$ cat src/rtl/fa_serial_seq.sv
// Bit-serial add/sub sequencer: a single 1-bit full adder processes one bit
// pair per clock, LSB first, and the result is returned over valid/ready.
module fa
(
    input  logic a,
    input  logic b,
    input  logic ci,
    output logic s,
    output logic co
);
    assign s  = a ^ b ^ ci;
    assign co = (a & b) | (ci & (a ^ b));
endmodule

module fa_serial_seq #(
    parameter int WIDTH = 8
) (
    input  logic             clk,
    input  logic             rst_n,
    input  logic             start_valid,
    output logic             start_ready,
    input  logic [1:0]       op,
    input  logic [WIDTH-1:0] a,
    input  logic [WIDTH-1:0] b,
    input  logic             cin,
    output logic             res_valid,
    input  logic             res_ready,
    output logic [WIDTH-1:0] result,
    output logic             c_out,
    output logic             ovf,
    output logic             zero,
    output logic             busy
);
    localparam int CW = $clog2(WIDTH);
    localparam logic [CW-1:0] LAST = CW'(WIDTH - 1);

    typedef enum logic [1:0] {IDLE, RUN, DONE} state_t;

    state_t           state_q, state_d;
    logic [WIDTH-1:0] a_q, a_d;
    logic [WIDTH-1:0] b_q, b_d;
    logic [WIDTH-1:0] sh_q, sh_d;
    logic [WIDTH-1:0] result_q, result_d;
    logic [CW-1:0]    cnt_q, cnt_d;
    logic             carry_q, carry_d;
    logic             c_out_q, c_out_d;
    logic             ovf_q, ovf_d;
    logic             zero_q, zero_d;

    logic             fa_s, fa_co;
    logic [WIDTH-1:0] sh_next;

    fa u_fa (
        .a  (a_q[0]),
        .b  (b_q[0]),
        .ci (carry_q),
        .s  (fa_s),
        .co (fa_co)
    );

    assign sh_next = {fa_s, sh_q[WIDTH-1:1]};

    always_comb begin
        state_d  = state_q;
        a_d      = a_q;
        b_d      = b_q;
        sh_d     = sh_q;
        result_d = result_q;
        cnt_d    = cnt_q;
        carry_d  = carry_q;
        c_out_d  = c_out_q;
        ovf_d    = ovf_q;
        zero_d   = zero_q;
        case (state_q)
            IDLE: begin
                if (start_valid) begin
                    state_d = RUN;
                    a_d     = a;
                    cnt_d   = '0;
                    case (op)
                        2'b00:   begin b_d = b;  carry_d = 1'b0; end
                        2'b01:   begin b_d = ~b; carry_d = 1'b1; end
                        2'b10:   begin b_d = b;  carry_d = cin;  end
                        default: begin b_d = '0; carry_d = 1'b1; end
                    endcase
                end
            end
            RUN: begin
                a_d     = a_q >> 1;
                b_d     = b_q >> 1;
                sh_d    = sh_next;
                carry_d = fa_co;
                cnt_d   = cnt_q + 1'b1;
                if (cnt_q == LAST) begin
                    // On the MSB cycle the carry flop holds the carry into the MSB.
                    state_d  = DONE;
                    result_d = sh_next;
                    c_out_d  = fa_co;
                    ovf_d    = carry_q ^ fa_co;
                    zero_d   = (sh_next == '0);
                end
            end
            DONE: begin
                if (res_ready) state_d = IDLE;
            end
            default: state_d = IDLE;
        endcase
    end

    always_ff @(posedge clk or negedge rst_n) begin
        if (!rst_n) begin
            state_q  <= IDLE;
            a_q      <= '0;
            b_q      <= '0;
            sh_q     <= '0;
            result_q <= '0;
            cnt_q    <= '0;
            carry_q  <= 1'b0;
            c_out_q  <= 1'b0;
            ovf_q    <= 1'b0;
            zero_q   <= 1'b0;
        end else begin
            state_q  <= state_d;
            a_q      <= a_d;
            b_q      <= b_d;
            sh_q     <= sh_d;
            result_q <= result_d;
            cnt_q    <= cnt_d;
            carry_q  <= carry_d;
            c_out_q  <= c_out_d;
            ovf_q    <= ovf_d;
            zero_q   <= zero_d;
        end
    end

    assign start_ready = (state_q == IDLE);
    assign busy        = (state_q == RUN) || (state_q == DONE);
    assign res_valid   = (state_q == DONE);
    assign result      = result_q;
    assign c_out       = c_out_q;
    assign ovf         = ovf_q;
    assign zero        = zero_q;
endmodule
$ cat config.mk
export PLATFORM = sky130hd
export DESIGN_NAME = fa_serial_seq
export DESIGN_NICKNAME = d
export VERILOG_FILES = /design/src/rtl/fa_serial_seq.sv
export SDC_FILE = /design/constraint.sdc
export NUM_CORES = 1
export LEC_CHECK = 0
export ABC_AREA = 0
export CAP_MARGIN = 20
export CORE_UTILIZATION = 55
export CTS_CLUSTER_DIAMETER = 150
export DETAILED_ROUTE_END_ITERATION = 12
export PLACE_DENSITY = 0.88
export SYNTH_ARGS = -nofsm -noshare
export SYNTH_HDL_FRONTEND = slang
export SYNTH_SLANG_ARGS = --single-unit
$ cat constraint.sdc
create_clock -name clk -period 3.15 [get_ports clk]
set_input_delay 0.4725 -clock clk [delete_from_list [all_inputs] [get_ports clk]]
set_output_delay 0.4725 -clock clk [all_outputs]
set_load 0.02 [all_outputs]
==> run summary <==
Crit. End Element = output port
Post-CTS Hold Buffers = 0
gr usage total = 0.228
Overflow after GRT = 0
initial antenna violation count = 0
fin cells = 231
vias = 1288
vias in the first global route = 1302
Post-Place Cell Area = 2240 µm²
top post-synthesis cells by area = dfrtp_1 (53%), mux2_2 (10%), mux2i_1 (4.8%)
Net Count, Synth = 179
clock slew at reported path FFs = 0.12 ns
Post-CTS Resized = 0
via/cell ratio = 5.58
Syn Inst Count = 150
number of nets with antenna violations after routing = 0
setup ws final = 0.835 ns
Routed WL = 3.51 mm
RSZ-0062 raised after global routing = no
Area Growth Syn to Fin = 23.0%
measured slew at the worst slew-check pin = 0.850 ns
DP Cell Count = 223
delay-heaviest family, CP = buffers and inverters
Leak = 0.993 nW
Finished Cell Area = 2310 µm²
worst-skew pair later-pin latency = 0.35 ns
worst setup path category = reg -> out
largest net degree at the start of global routing = 41
GPL Wtd Cong = 0.774
CTS root buffer = clkbuf_4
Die X-Extent = 60.5 µm
wire length per cell = 15.2 µm
pre-CTS setup slack = 1.05 ns
Setup Buffers After CTS = 0
most common cell after layout, fill and taps aside = dfrtp_1
CP max stage cell = clkdlybuf4s50_1
first drt pass iteration count = 4
most frequent cells in the layout = dfrtp_1 (40), clkdlybuf4s50_1 (35), mux2_2 (17)
top cell type's share of synthesized area = 0.533
CP startpoint = state_q[1]
diode count = 0
Netlist cell types = 25
Synth Area per Inst = 12.5 µm²
drt initial violations = 52
Layout Skew = 0.0165 ns
cell type with the largest total area after synthesis = dfrtp_1
core box area = 3150 µm²
Final Hold Fails = 0
Max-slew headroom = 0.433
synthesized area = 1880 µm²
clk buf depth = 2
Site Rows = 20
TritonCTS clock tree = built
r2r startpoint = state_q[1]
Yosys reg bits = 40
Buf/Inv on CP = 2
crit-path max FO = 8
power per standard cell area = 952 nW/µm²
first-pass GRT wire length = 5.98 mm
Initial Util = 0.596
# setup viols final = 0
DIE HEIGHT = 60.5 µm
Die ar. = 3650 µm²
YS warnings = 0
crit share post-route = 0.735
Inserted Clock Buffers = 5
final net count = 215
worst min-delay path class = in -> async
Worst setup SP type = flip-flop
worst vdd rail ir drop = 0.000606 V
max-cap viol count = 0
Seq/Total Area, Yosys = 0.533
status = finished clean
crit path DAT = 1.84 ns
final slew viol count = 0
min Tclk post-route = 2.31 ns
I/O pin count = 37
ratio of cells with drive above 1 in the final layout = 0.155
largest stage delay on the critical path = 0.66 ns
clk sinks = 40
DP HPWL = 2.62 mm
CP cell instances = inv_1 > ha_1 > clkdlybuf4s50_1
setup TNS = 0 ns
IO Port Bufs = 36
post-route DRC violation count = 0
Req. time, crit path = 2.68 ns
fmax = 432 MHz
total number of H-tree levels = 2
## worst paths after layout
path | slack (ns) | end | depth (start not counted)
worst max-delay path | 0.84 | start_ready | 3
worst min-delay path | 0.21 | result[3] | 1
worst max register to register | 1.07 | result[1] | 4
worst min register to register | 0.49 | a_q[5] | 2
max in group asynchronous | 2.40 | b_q[6] | 1
min in group clk | 0.49 | a_q[5] | 2
## through the flow
stage,power [mW],utilization,hold WS (ns)
final,2.20,0.733,0.207
after global routing,2.35,0.733,0.284
after CTS,2.21,0.733,0.235
after detailed placement,1.89,0.709,0.475
after global placement,1.81,0.709,0.462
after floorplan,1.59,-,0.177
## cell type report
class	count	area, µm²
inverters	4	15.0
clock buffers	6	41.3
repair buffers	38	370
multi-input cells	97	795
fillers	248	841
well taps	44	55.1
flip-flops and latches	40	1000
clock inverters	2	35.0
## per-layer routing
metal  up-vias  global-route usage  share of wire
met2        40               0.394           0.52
li1        618                   -              -
met5         -                   0              0
met4         0              0.0779          0.011
met3         5              0.0405          0.044
met1       625               0.290           0.42
## power by group
| group | switching, mW | internal [mW] |
|---|---|---|
| clock network | 0.166 | 0.166 |
| registers | 0.156 | 0.735 |
| logic | 0.473 | 0.503 |
## cell usage after synthesis
master     count
o211ai_1       8
o21ai_0       13
o2bb2ai_1      1
dfrtp_1       40
xnor2_1        1
inv_1          4
nor4_1         2
ha_1           5
buf_6          4
buf_2          4
a22o_1         1
clkbuf_1       1
o221a_1        7
a32o_1         2
mux2_2        17
and3b_1        1
a31oi_1        2
a211o_1        1
nand2_2        1
nand2_1       13
nand2b_1      10
mux2i_1        9
o21a_4         1
fa_1           1
nand3_1        1
## registers in the layout (all words and copies together), names as in the netlist
register  flops
a_q           8
b_q           8
c_out         1
carry_q       1
cnt_q         3
ovf           1
result        8
sh_q          7
state_q       2
zero          1
## worst register-to-register path, stage by stage (launching register included)
cell     delay (ns)
dfrtp_1        0.43
inv_1          0.09
ha_1           0.58
nand2_1        0.48
mux2_2         0.41
## cell families after synthesis
| logic type | Yosys count | share of synthesized area |
|---|---|---|
| flops | 40 | 0.533 |
| fa+ha+maj | 6 | 0.0439 |
| simple gates | 28 | 0.0766 |
| compound gates | 36 | 0.148 |
| buf+inv | 13 | 0.0446 |
| mux | 26 | 0.150 |
| xor+xnor | 1 | 0.00466 |
Power figures use the tool's default switching activity.
